--- src/rtl/mcb_port_arbiter_if.sv ---
// Bundle of client, MCB command-port and status signals shared by the
// write client, the read client and mcb_port_arbiter.
// slave  : arbiter side (drives acks, MCB command fields and status)
// master : client/MCB side (drives requests, monitors and MCB status)
interface mcb_port_arbiter_if #(
    parameter int ADDR_W = 30
);
    logic              calib_done;
    logic              wr_req;
    logic [5:0]        wr_bl;
    logic [ADDR_W-1:0] wr_addr;
    logic              wr_ack;
    logic              rd_req;
    logic [5:0]        rd_bl;
    logic [ADDR_W-1:0] rd_addr;
    logic              rd_ack;
    logic              mcb_cmd_en;
    logic [2:0]        mcb_cmd_instr;
    logic [5:0]        mcb_cmd_bl;
    logic [ADDR_W-1:0] mcb_cmd_addr;
    logic              mcb_cmd_full;
    logic              mcb_wr_en_mon;
    logic              mcb_rd_en_mon;
    logic              mcb_rd_empty;
    logic              busy;
    logic              err;

    modport slave (
        input  calib_done, wr_req, wr_bl, wr_addr, rd_req, rd_bl, rd_addr,
               mcb_cmd_full, mcb_wr_en_mon, mcb_rd_en_mon, mcb_rd_empty,
        output wr_ack, rd_ack, mcb_cmd_en, mcb_cmd_instr, mcb_cmd_bl,
               mcb_cmd_addr, busy, err
    );

    modport master (
        output calib_done, wr_req, wr_bl, wr_addr, rd_req, rd_bl, rd_addr,
               mcb_cmd_full, mcb_wr_en_mon, mcb_rd_en_mon, mcb_rd_empty,
        input  wr_ack, rd_ack, mcb_cmd_en, mcb_cmd_instr, mcb_cmd_bl,
               mcb_cmd_addr, busy, err
    );
endinterface

--- src/rtl/mcb_port_arbiter.sv ---
// mcb_port_arbiter: shares one MCB user port between a write client and a
// read client. A write command is issued only once its whole burst sits
// uncommitted in the MCB write FIFO; a read command only once the read FIFO
// has room reserved for the whole burst. Round-robin on ties.
// Optional feature macro: MCB_ARB_AUTO_PRECHARGE_EN selects the
// auto-precharge command encodings (write 3'b010, read 3'b011).
module mcb_port_arbiter #(
    parameter int FIFO_DEPTH = 64,
    parameter int ADDR_W     = 30,
    parameter int GAP_CYCLES = 2
) (
    input  logic              clk,
    input  logic              rst_n,
    mcb_port_arbiter_if.slave bus
);

    localparam int CNT_W = $clog2(FIFO_DEPTH) + 1;
    localparam logic [CNT_W-1:0] CNT_MAX  = {CNT_W{1'b1}};
    localparam logic [3:0]       GAP_LOAD = 4'(GAP_CYCLES - 1);

`ifdef MCB_ARB_AUTO_PRECHARGE_EN
    localparam logic [2:0] WR_INSTR = 3'b010;
    localparam logic [2:0] RD_INSTR = 3'b011;
`else
    localparam logic [2:0] WR_INSTR = 3'b000;
    localparam logic [2:0] RD_INSTR = 3'b001;
`endif

    typedef enum logic [1:0] {
        ST_IDLE  = 2'd0,
        ST_ISSUE = 2'd1,
        ST_GAP   = 2'd2
    } state_t;

    state_t            r_state;
    state_t            w_next_state;
    logic [3:0]        r_gap_cnt;
    logic [3:0]        w_gap_cnt_next;
    logic              r_last_rd;      // 1: last grant went to the read client
    logic              r_issue_wr;     // command in flight is a write
    logic [2:0]        r_cmd_instr;
    logic [5:0]        r_cmd_bl;
    logic [ADDR_W-1:0] r_cmd_addr;
    logic [CNT_W-1:0]  r_wr_pend;
    logic [CNT_W-1:0]  r_rd_resv;
    logic              r_err;

    logic              w_grant_wr;
    logic              w_grant_rd;
    logic              w_cmd_en;
    logic [CNT_W:0]    w_wr_need;
    logic [CNT_W:0]    w_rd_need;
    logic [CNT_W:0]    w_rd_total;
    logic              w_wr_ok;
    logic              w_rd_ok;
    logic              w_can_grant;
    logic              w_rd_pop;
    logic [CNT_W+1:0]  w_pend_sum;
    logic [CNT_W+1:0]  w_resv_sum;
    logic              w_wr_ovf;
    logic              w_rd_unf;

    // Eligibility sums are one bit wider than the counters so nothing wraps.
    assign w_wr_need   = (CNT_W+1)'(bus.wr_bl) + (CNT_W+1)'(1);
    assign w_rd_need   = (CNT_W+1)'(bus.rd_bl) + (CNT_W+1)'(1);
    assign w_rd_total  = (CNT_W+1)'(r_rd_resv) + w_rd_need;
    assign w_wr_ok     = bus.wr_req && ({1'b0, r_wr_pend} >= w_wr_need);
    assign w_rd_ok     = bus.rd_req && (w_rd_total <= (CNT_W+1)'(FIFO_DEPTH));
    assign w_can_grant = bus.calib_done && !bus.mcb_cmd_full;
    assign w_rd_pop    = bus.mcb_rd_en_mon && !bus.mcb_rd_empty;

    // State register and gap counter.
    // NOTE: every flop in this block uses <= so all of them sample the
    // pre-edge values, independent of statement order.
    always_ff @(posedge clk or negedge rst_n) begin
        if (!rst_n) begin
            r_state   <= ST_IDLE;
            r_gap_cnt <= '0;
        end else begin
            r_state   <= w_next_state;
            r_gap_cnt <= w_gap_cnt_next;
        end
    end

    // Next-state, grant selection and command-enable decode.
    // NOTE: each signal gets a default before the case so no path leaves it
    // unassigned, which would otherwise infer a latch.
    always_comb begin
        w_next_state   = r_state;
        w_gap_cnt_next = r_gap_cnt;
        w_grant_wr     = 1'b0;
        w_grant_rd     = 1'b0;
        w_cmd_en       = 1'b0;
        case (r_state)
            ST_IDLE: begin
                if (w_can_grant && (w_wr_ok || w_rd_ok)) begin
                    if (w_wr_ok && w_rd_ok) begin
                        w_grant_wr = r_last_rd;
                        w_grant_rd = !r_last_rd;
                    end else begin
                        w_grant_wr = w_wr_ok;
                        w_grant_rd = w_rd_ok;
                    end
                    w_next_state = ST_ISSUE;
                end
            end
            ST_ISSUE: begin
                w_cmd_en       = 1'b1;
                w_gap_cnt_next = GAP_LOAD;
                w_next_state   = ST_GAP;
            end
            ST_GAP: begin
                if (r_gap_cnt == 4'd0) begin
                    w_next_state = ST_IDLE;
                end else begin
                    w_gap_cnt_next = r_gap_cnt - 4'd1;
                end
            end
            default: w_next_state = ST_IDLE;
        endcase
    end

    // Next values of the pending-write and reserved-read word counters.
    always_comb begin
        w_pend_sum = (CNT_W+2)'(r_wr_pend) + (CNT_W+2)'(bus.mcb_wr_en_mon);
        if (w_grant_wr) begin
            w_pend_sum = w_pend_sum - (CNT_W+2)'(w_wr_need);
        end
        w_wr_ovf = (w_pend_sum > (CNT_W+2)'(CNT_MAX));

        w_resv_sum = (CNT_W+2)'(r_rd_resv);
        if (w_grant_rd) begin
            w_resv_sum = w_resv_sum + (CNT_W+2)'(w_rd_need);
        end
        w_rd_unf = 1'b0;
        if (w_rd_pop) begin
            if (w_resv_sum == '0) begin
                w_rd_unf = 1'b1;
            end else begin
                w_resv_sum = w_resv_sum - (CNT_W+2)'(1);
            end
        end
    end

    // Counters, sticky error flag, grant history and latched command fields.
    // NOTE: the command fields are reset too, so the MCB sees defined values
    // even before the first grant; there is no memory array to leave unreset.
    always_ff @(posedge clk or negedge rst_n) begin
        if (!rst_n) begin
            r_wr_pend   <= '0;
            r_rd_resv   <= '0;
            r_err       <= 1'b0;
            r_last_rd   <= 1'b1;
            r_issue_wr  <= 1'b0;
            r_cmd_instr <= '0;
            r_cmd_bl    <= '0;
            r_cmd_addr  <= '0;
        end else begin
            r_wr_pend <= w_wr_ovf ? CNT_MAX : CNT_W'(w_pend_sum);
            r_rd_resv <= CNT_W'(w_resv_sum);
            r_err     <= r_err | w_wr_ovf | w_rd_unf;
            if (w_grant_wr) begin
                r_last_rd   <= 1'b0;
                r_issue_wr  <= 1'b1;
                r_cmd_instr <= WR_INSTR;
                r_cmd_bl    <= bus.wr_bl;
                r_cmd_addr  <= bus.wr_addr;
            end else if (w_grant_rd) begin
                r_last_rd   <= 1'b1;
                r_issue_wr  <= 1'b0;
                r_cmd_instr <= RD_INSTR;
                r_cmd_bl    <= bus.rd_bl;
                r_cmd_addr  <= bus.rd_addr;
            end
        end
    end

    // cmd_en and the acks decode straight from state so an async reset drops
    // them at once.
    assign bus.mcb_cmd_en    = w_cmd_en;
    assign bus.wr_ack        = w_cmd_en && r_issue_wr;
    assign bus.rd_ack        = w_cmd_en && !r_issue_wr;
    assign bus.mcb_cmd_instr = r_cmd_instr;
    assign bus.mcb_cmd_bl    = r_cmd_bl;
    assign bus.mcb_cmd_addr  = r_cmd_addr;
    assign bus.busy          = (r_state != ST_IDLE);
    assign bus.err           = r_err;

endmodule
--- src/flat_wrapper.sv ---
// flat-port wrapper written by rule: the top's interface ports become plain ports
module mcb_port_arbiter_flat 
#(
    parameter int FIFO_DEPTH = 64,
    parameter int ADDR_W     = 30,
    parameter int GAP_CYCLES = 2
)
  (clk, rst_n, bus_calib_done, bus_wr_req, bus_wr_bl, bus_wr_addr, bus_rd_req, bus_rd_bl, bus_rd_addr, bus_mcb_cmd_full, bus_mcb_wr_en_mon, bus_mcb_rd_en_mon, bus_mcb_rd_empty, bus_wr_ack, bus_rd_ack, bus_mcb_cmd_en, bus_mcb_cmd_instr, bus_mcb_cmd_bl, bus_mcb_cmd_addr, bus_busy, bus_err);
  mcb_port_arbiter_if #(.ADDR_W(ADDR_W)) bus_i ();
  input  logic clk;
  input  logic rst_n;
  input wire logic [$bits(bus_i.calib_done)-1:0] bus_calib_done;
  input wire logic [$bits(bus_i.wr_req)-1:0] bus_wr_req;
  input wire logic [$bits(bus_i.wr_bl)-1:0] bus_wr_bl;
  input wire logic [$bits(bus_i.wr_addr)-1:0] bus_wr_addr;
  input wire logic [$bits(bus_i.rd_req)-1:0] bus_rd_req;
  input wire logic [$bits(bus_i.rd_bl)-1:0] bus_rd_bl;
  input wire logic [$bits(bus_i.rd_addr)-1:0] bus_rd_addr;
  input wire logic [$bits(bus_i.mcb_cmd_full)-1:0] bus_mcb_cmd_full;
  input wire logic [$bits(bus_i.mcb_wr_en_mon)-1:0] bus_mcb_wr_en_mon;
  input wire logic [$bits(bus_i.mcb_rd_en_mon)-1:0] bus_mcb_rd_en_mon;
  input wire logic [$bits(bus_i.mcb_rd_empty)-1:0] bus_mcb_rd_empty;
  output wire logic [$bits(bus_i.wr_ack)-1:0] bus_wr_ack;
  output wire logic [$bits(bus_i.rd_ack)-1:0] bus_rd_ack;
  output wire logic [$bits(bus_i.mcb_cmd_en)-1:0] bus_mcb_cmd_en;
  output wire logic [$bits(bus_i.mcb_cmd_instr)-1:0] bus_mcb_cmd_instr;
  output wire logic [$bits(bus_i.mcb_cmd_bl)-1:0] bus_mcb_cmd_bl;
  output wire logic [$bits(bus_i.mcb_cmd_addr)-1:0] bus_mcb_cmd_addr;
  output wire logic [$bits(bus_i.busy)-1:0] bus_busy;
  output wire logic [$bits(bus_i.err)-1:0] bus_err;
  assign bus_i.calib_done = bus_calib_done;
  assign bus_i.wr_req = bus_wr_req;
  assign bus_i.wr_bl = bus_wr_bl;
  assign bus_i.wr_addr = bus_wr_addr;
  assign bus_i.rd_req = bus_rd_req;
  assign bus_i.rd_bl = bus_rd_bl;
  assign bus_i.rd_addr = bus_rd_addr;
  assign bus_i.mcb_cmd_full = bus_mcb_cmd_full;
  assign bus_i.mcb_wr_en_mon = bus_mcb_wr_en_mon;
  assign bus_i.mcb_rd_en_mon = bus_mcb_rd_en_mon;
  assign bus_i.mcb_rd_empty = bus_mcb_rd_empty;
  assign bus_wr_ack = bus_i.wr_ack;
  assign bus_rd_ack = bus_i.rd_ack;
  assign bus_mcb_cmd_en = bus_i.mcb_cmd_en;
  assign bus_mcb_cmd_instr = bus_i.mcb_cmd_instr;
  assign bus_mcb_cmd_bl = bus_i.mcb_cmd_bl;
  assign bus_mcb_cmd_addr = bus_i.mcb_cmd_addr;
  assign bus_busy = bus_i.busy;
  assign bus_err = bus_i.err;
  mcb_port_arbiter #(.FIFO_DEPTH(FIFO_DEPTH), .ADDR_W(ADDR_W), .GAP_CYCLES(GAP_CYCLES)) u_core (.clk(clk), .rst_n(rst_n), .bus(bus_i));
endmodule
--- config.mk ---
export PLATFORM = sky130hd
export DESIGN_NAME = mcb_port_arbiter_flat
export DESIGN_NICKNAME = d
export VERILOG_FILES = /design/src/rtl/mcb_port_arbiter_if.sv /design/src/rtl/mcb_port_arbiter.sv /design/src/flat_wrapper.sv
export SDC_FILE = /design/constraint.sdc
export NUM_CORES = 1
export LEC_CHECK = 0
export ABC_CLOCK_PERIOD_IN_PS = 3600
export BUFFER_PORTS_ARGS = -buffer_cell sky130_fd_sc_hd__clkbuf_2
export CORE_ASPECT_RATIO = 1.4
export CORE_MARGIN = 3
export CORE_UTILIZATION = 40
export CTS_CLUSTER_SIZE = 14
export DETAILED_ROUTE_END_ITERATION = 7
export GPL_TIMING_DRIVEN = 0
export HOLD_SLACK_MARGIN = 0.1
export PLACE_DENSITY = 0.72
export SLEW_MARGIN = 20
export SYNTH_ARGS = -nofsm -noshare
export SYNTH_HDL_FRONTEND = slang
export SYNTH_SLANG_ARGS = --single-unit
--- constraint.sdc ---
create_clock -name clk -period 3.6 [get_ports clk]
set_input_delay 0.54 -clock clk [delete_from_list [all_inputs] [get_ports clk]]
set_output_delay 0.54 -clock clk [all_outputs]
set_load 0.005 [all_outputs]
* After elaboration in Yosys (flattened, before gate mapping)
Index checks and enable logic that the tools add are counted.
** Cells by class
- Add/sub/neg operators :: 8
- $lt $le $gt $ge :: 3
- Equality and inequality tests :: 5
- Multiplexer cells :: 29
- Bitwise gates (word level) :: 2
- Reductions and logical operators :: 21
** Operators by type and width (number)
- two-way mux 30 bit :: 2
- two-way mux 7 bit :: 3
- two-way mux 9 bit :: 2
- adder 6 x 1 -> 7 bit, second input constant :: 2
- two-way mux 1 bit :: 13
- two-way mux 6 bit :: 2
- adder 7 x 8 -> 9 bit :: 1
- > comparator 9 x 7 -> 1 bit, second input constant :: 1
- logical NOT 9 bit :: 1
- subtractor 9 x 8 -> 9 bit :: 1
- adder 7 x 1 -> 8 bit :: 1
- adder 7 x 8 -> 8 bit :: 1
- >= comparator 7 x 8 -> 1 bit :: 1
- <= comparator 8 x 7 -> 1 bit, second input constant :: 1
- logical AND 1 bit :: 8
- case mux 4 bit (2 select lines) :: 1
- subtractor 7 x 1 -> 7 bit, second input constant :: 1
- two-way mux 3 bit :: 2
- case mux 2 bit (3 select lines) :: 1
- nonzero test 2 bit :: 3
- logical NOT 1 bit :: 4
- logical NOT 4 bit :: 1
- two-way mux 2 bit :: 2
- two-way mux 4 bit :: 1
- 9 further kinds :: 12
** Word-level totals
- Register bits :: 62
- Input bits :: 81
- Output and inout bits :: 44

* Longest topological paths before layout
- Depth after elaboration :: 13
- Depth in mapped cells :: 17

* Worst setup path after synthesis
Ideal clock, no wire load.
- Kind :: in2reg
- From :: input port bus_rd_bl[0]
- To :: register u_core.r_rd_resv[6]
- Arrival :: 3746 ps
- Slack :: -240 ps
- Stages :: 17
- Path buffers :: 1
- Path through :: ha_1 > nand3_1 > xnor2_1 > ha_1 > and2_4 > a221oi_4 > and3_4 > o2111a_2 > o211a_1 > buf_6 > mux2i_1 > ha_1 > nand2_1 > a31oi_1 > nand3_1 > o211a_1 > a211oi_1
** Between the ends
- Longest elaborated chain between the ends :: 12
** RTL lines
- start: declaration :: RTL line flat_wrapper.sv:17 : input wire logic [$bits(bus_i.rd_bl)-1:0] bus_rd_bl;
- adder 6 x 1 -> 7 bit (*) :: RTL line mcb_port_arbiter.sv:65 : assign w_rd_need = (CNT_W+1)'(bus.rd_bl) + (CNT_W+1)'(1);
- adder 7 x 8 -> 8 bit :: RTL line mcb_port_arbiter.sv:66 : assign w_rd_total = (CNT_W+1)'(r_rd_resv) + w_rd_need;
- <= comparator 8 x 7 -> 1 bit :: RTL line mcb_port_arbiter.sv:68 : assign w_rd_ok = bus.rd_req && (w_rd_total <= (CNT_W+1)'(FIFO_DEPTH));
- logical AND 1 bit :: RTL line mcb_port_arbiter.sv:68
- logical AND 1 bit or logical OR 1 bit (tied branches) :: RTL line mcb_port_arbiter.sv:97, mcb_port_arbiter.sv:96
- two-way mux 1 bit or logical AND 1 bit (tied branches) :: RTL line mcb_port_arbiter.sv:97, mcb_port_arbiter.sv:96
- two-way mux 1 bit :: RTL line mcb_port_arbiter.sv:96 : if (w_can_grant && (w_wr_ok || w_rd_ok)) begin
- two-way mux 1 bit :: RTL line mcb_port_arbiter.sv:94 : case (r_state)
- two-way mux 9 bit (*) :: RTL line mcb_port_arbiter.sv:132 : if (w_grant_rd) begin
- subtractor 7 x 1 -> 7 bit or logical NOT 9 bit (tied branches) :: RTL line mcb_port_arbiter.sv:140, mcb_port_arbiter.sv:137
- two-way mux 7 bit :: RTL line mcb_port_arbiter.sv:137 : if (w_resv_sum == '0) begin
- two-way mux 7 bit (*) :: RTL line mcb_port_arbiter.sv:136 : if (w_rd_pop) begin
- net u_core.w_resv_sum[6] :: RTL line mcb_port_arbiter.sv:59 : logic [CNT_W+1:0] w_resv_sum;
- end signal: assignment :: RTL line mcb_port_arbiter.sv:160 : r_rd_resv <= CNT_W'(w_resv_sum);
- end: declaration :: RTL line mcb_port_arbiter.sv:45 : logic [CNT_W-1:0] r_rd_resv;
The timed path passes the listed nets; every way through them passes the cells marked *.
A chain may end at the register's enable or synchronous reset.

* Worst setup path in the final report
- From :: input port bus_rd_bl[2]
- To :: register u_core.r_err, in the netlist u_core.bus.err
** Between the ends
- Longest elaborated chain between the ends :: 13
** RTL lines
- adder 6 x 1 -> 7 bit (*) :: RTL line mcb_port_arbiter.sv:65
- branches (longest 11 deep; another with > comparator 9 x 7 -> 1 bit)
- bitwise OR 1 bit (*) :: RTL line mcb_port_arbiter.sv:161 : r_err <= r_err | w_wr_ovf | w_rd_unf;
- end signal: assignment :: RTL line mcb_port_arbiter.sv:161
- end: declaration :: RTL line mcb_port_arbiter.sv:46 : logic r_err;
Every way passes the cells marked *.

==> results.py <==
metrics = {
    "power_and_ir_drop": {
        "totalPowerFinal_uw": 4533,
        "power_density_mw_per_mm2": 834.8,
        "leakage_uw": 0.002779,
        "peakVddDrop_mv": 0.3454,
    },
    "drt": {
        "drc": 0,
        "routedWlPerCell_um": 15.12,
        "drt-total-wl_um": 10850,
        "num_vias": 3709,
        "viasPerCell": 5.166,
        "drtIter0Drc": 120,
        "route.antenna.remaining_nets": 0,
        "firstDrtPassIters": 6,
    },
    "clocking": {
        "cts_sinks": 60,
        "numCtsBuffers": 9,
        "path_clk_slew_ns": 0.05,
        "cts_tree": "yes",
        "clock-root-buffer": "clkbuf_16",
        "clockBufferDepth": 2,
        "insertion_delay_ns": 0.33,
        "cts.htree.levels": 3,
    },
    "final_layout": {
        "drive_above_1_share_pct": 36.01,
        "diodes": 0,
        "layout.nets": 692,
        "syn_to_final_growth_pct": 37.95,
        "instances_no_fill": 718,
        "post-route-util_pct": 57.09,
        "n_fill_cell": 824,
    },
    "yosys": {
        "ys_top_cells_by_area": "dfrtp_1 (38%), ha_1 (8.9%), nand2_1 (8.7%)",
        "synthTopCellsByCount": "nand2_1 (91), dfrtp_1 (59), a22oi_1 (37), ha_1 (28), nor2_1 (20)",
        "ys_types": 62,
        "avgSynthCellArea_um2": 9.240,
        "synth.top_cell.area_share_pct": 37.51,
        "synth.most_common_cell": "nand2_1",
        "synth_edf_count": 0,
        "ys_ff_latch": 60,
        "ys_warn_count": 0,
        "synth_area_leader_cell": "dfrtp_1",
        "synth_area_mm2": 0.003936,
        "synth_ff_type": "dfrtp_1",
        "synthCells": 426,
        "ys_seq_area_share_pct": 38.18,
        "async_reset_ff_share_pct": 100.0,
    },
    "worst_setup_path": {
        "critPathArrivalTime_ns": 3.82,
        "cp-start-kind": "input port",
        "crit_fanout": 5,
        "cp_slowest_cell": "or3b_1",
        "worst-path-buf-inv": 2,
        "worstPathCellList": "clkbuf_4 > nand3_2 > xnor2_1 > ha_2 > and2_4 > a221oi_4 > and3_4 > o2111a_2 > o211a_1 > buf_6 > mux2_4 > ha_4 > nand3b_1 > o32a_4 > nor2_4 > or3b_1",
        "cp-end-kind": "flop",
        "path_delay_family": "simple AND/OR/NAND/NOR gates",
        "critPathMaxStageDelay_ns": 0.38,
        "path_class": "in -> reg",
        "critPathRequiredTime_ns": 3.81,
    },
    "sta": {
        "period_needed_ns": 3.617,
        "hold_viol_final": 0,
        "setup_ws_ns": -0.01689,
        "tns_ns": -0.01689,
        "drv_slew": 0,
        "post-route-period-util_pct": 100.5,
        "max_slew_margin_pct": 48.81,
        "fin_skew_ns": 0.005553,
        "max_freq_mhz": 276.5,
        "grt_setup_unrepaired": "yes",
        "worstMarginPinSlew_ns": 0.7486,
        "finalSetupViolations": 1,
    },
    "global_route": {
        "first_global_vias": 3740,
        "antenna_found_initial": 0,
        "overflow": 0,
        "grt_max_degree": 36,
        "grt_pass1_wl_um": 17210,
        "grtUsageTotal_pct": 19.24,
    },
    "place": {
        "dp_hpwl_um": 8187,
        "placed_cells": 682,
        "portBuffers": 122,
        "gp_congestion": 0.9033,
    },
    "die": {
        "core-area_mm2": 0.009512,
        "initial_core_util_pct": 41.38,
        "die_h_um": 123.4,
        "ios": 125,
        "die-area_mm2": 0.01108,
        "row_count": 42,
        "die_x_um": 89.84,
    },
    "run": {
        "maxCapViolCount": 0,
    },
    "worst_hold_path": {
        "hold_class": "in -> async",
    },
    "outcome": {
        "failed_checks": "setup timing",
        "status": "complete, but fails checks",
    },
}
==> report_power, final <==
group / internal (µW) / total, µW / switching (µW)
combinational: 1150 / 2360 / 1210
clock: 622 / 930 / 308
sequential: 988 / 1240 / 251
==> layout make-up <==
type | instances | area, µm² | share of cell area [%]
Tap cell | 132 | 165.2 | 3.041
Inverter | 17 | 63.81 | 1.175
Multi-Input combinational cell | 333 | 2464 | 45.37
Buffer | 17 | 95.09 | 1.751
Clock buffer | 10 | 239.0 | 4.401
Sequential cell | 60 | 1503 | 27.67
Timing Repair Buffer | 143 | 813.3 | 14.98
Clock inverter | 6 | 87.58 | 1.613
==> metrics by stage <==
step / hold slack [ns] / area [µm²] / setup WS [ns]
3_5_place_dp: 0.4646 / 4822 / -0.7367
2_1_floorplan: 0.2444 / 4024 / -0.1007
4_1_cts: 0.1638 / 5245 / 0.001894
5_1_grt: 0.1772 / 5430 / -0.1103
6_report: 0.1583 / 5430 / -0.01689
3_3_place_gp: 0.4595 / 4800 / -0.6165
==> cells by family after synthesis <==
logic type / synth area share, %
flip-flops: 38.18
adder cells (fa/ha/maj): 9.917
XOR/XNOR: 6.644
AO/OA/AOI/OAI: 20.15
buffers and inverters: 4.037
other: 0.09527
multiplexers: 1.049
AND/OR/NAND/NOR: 19.93
==> worst reg2reg max path, delay by kind of cell, from the launching register on <==
| kind | cells | cell delay [ns] |
|---|---|---|
| xor+xnor | 1 | 0.21 |
| simple gates | 4 | 0.74 |
| flops | 1 | 0.40 |
| fa+ha+maj | 3 | 0.79 |
| compound gates | 4 | 0.79 |
| buf+inv | 2 | 0.18 |
| mux | 1 | 0.33 |
==> path summary, 6_finish.rpt <==
check | from | end | slack, ns | depth (start not counted)
worst max-delay path | bus_rd_bl[2] | u_core.bus.err | -0.02 | 16
worst min-delay path | rst_n | u_core.bus.mcb_cmd_addr[29] | 0.16 | 1
worst max register to register | u_core.r_rd_resv[0] | u_core.bus.err | 0.03 | 15
worst min register to register | u_core.bus.err | u_core.bus.err | 0.48 | 1
max in group asynchronous | rst_n | u_core.r_last_rd | 2.86 | 2
min in group clk | bus_wr_addr[21] | u_core.bus.mcb_cmd_addr[21] | 0.40 | 3
==> cell usage in the layout, fill, tap and decap left out, types with 4 or more instances in the layout <==
master     Yosys  routed
ha_4           0       4
clkbuf_2       0     117
xor2_1        15      14
nand2_1       91      89
a22oi_1       37      36
o21a_1         4       4
o211ai_1       7       7
clkbuf_1       6       6
ha_1          28      23
nand3_1       17      15
xnor2_1       13      11
nor2_1        20      19
buf_6          2       4
clkbuf_16      0       9
o21ai_0       10       9
buf_2          7       8
dfrtp_1       59      59
buf_4          2      20
nand2b_1       5       5
nor3_1         4       4
inv_1         17      17
a21o_1         5       5
o211a_1        5       5
a21oi_1        4       4
nor2b_1        7       6
==> registers in the layout (all words and copies together) (netlist names) <==
register and count:
u_core.bus.mcb_cmd_addr 30, u_core.r_last_rd 1, u_core.bus.err 1, u_core.r_rd_resv 7, u_core.r_gap_cnt 4, u_core.bus.mcb_cmd_instr 1, u_core.bus.mcb_cmd_bl 6, u_core.r_issue_wr 1
u_core.r_state 2, u_core.r_wr_pend 7
==> per-layer routing <==
metal  global-route usage (%)  vias to the layer above  wire [µm]
met4                    8.437                        0        232
met2                    36.21                      125       5837
met3                    3.895                       18        541
met5                        0                        -          0
li1                         -                     1818          -
met1                    21.03                     1748       4241
==> timing repair <==
item                       CTS  global route
pin swaps                   10            22
setup endpoints to repair    8             8
hold buffers                 0             0
resized for setup            6            28
setup buffers               11             9
No activity file was read; power rests on OpenSTA's default activity.
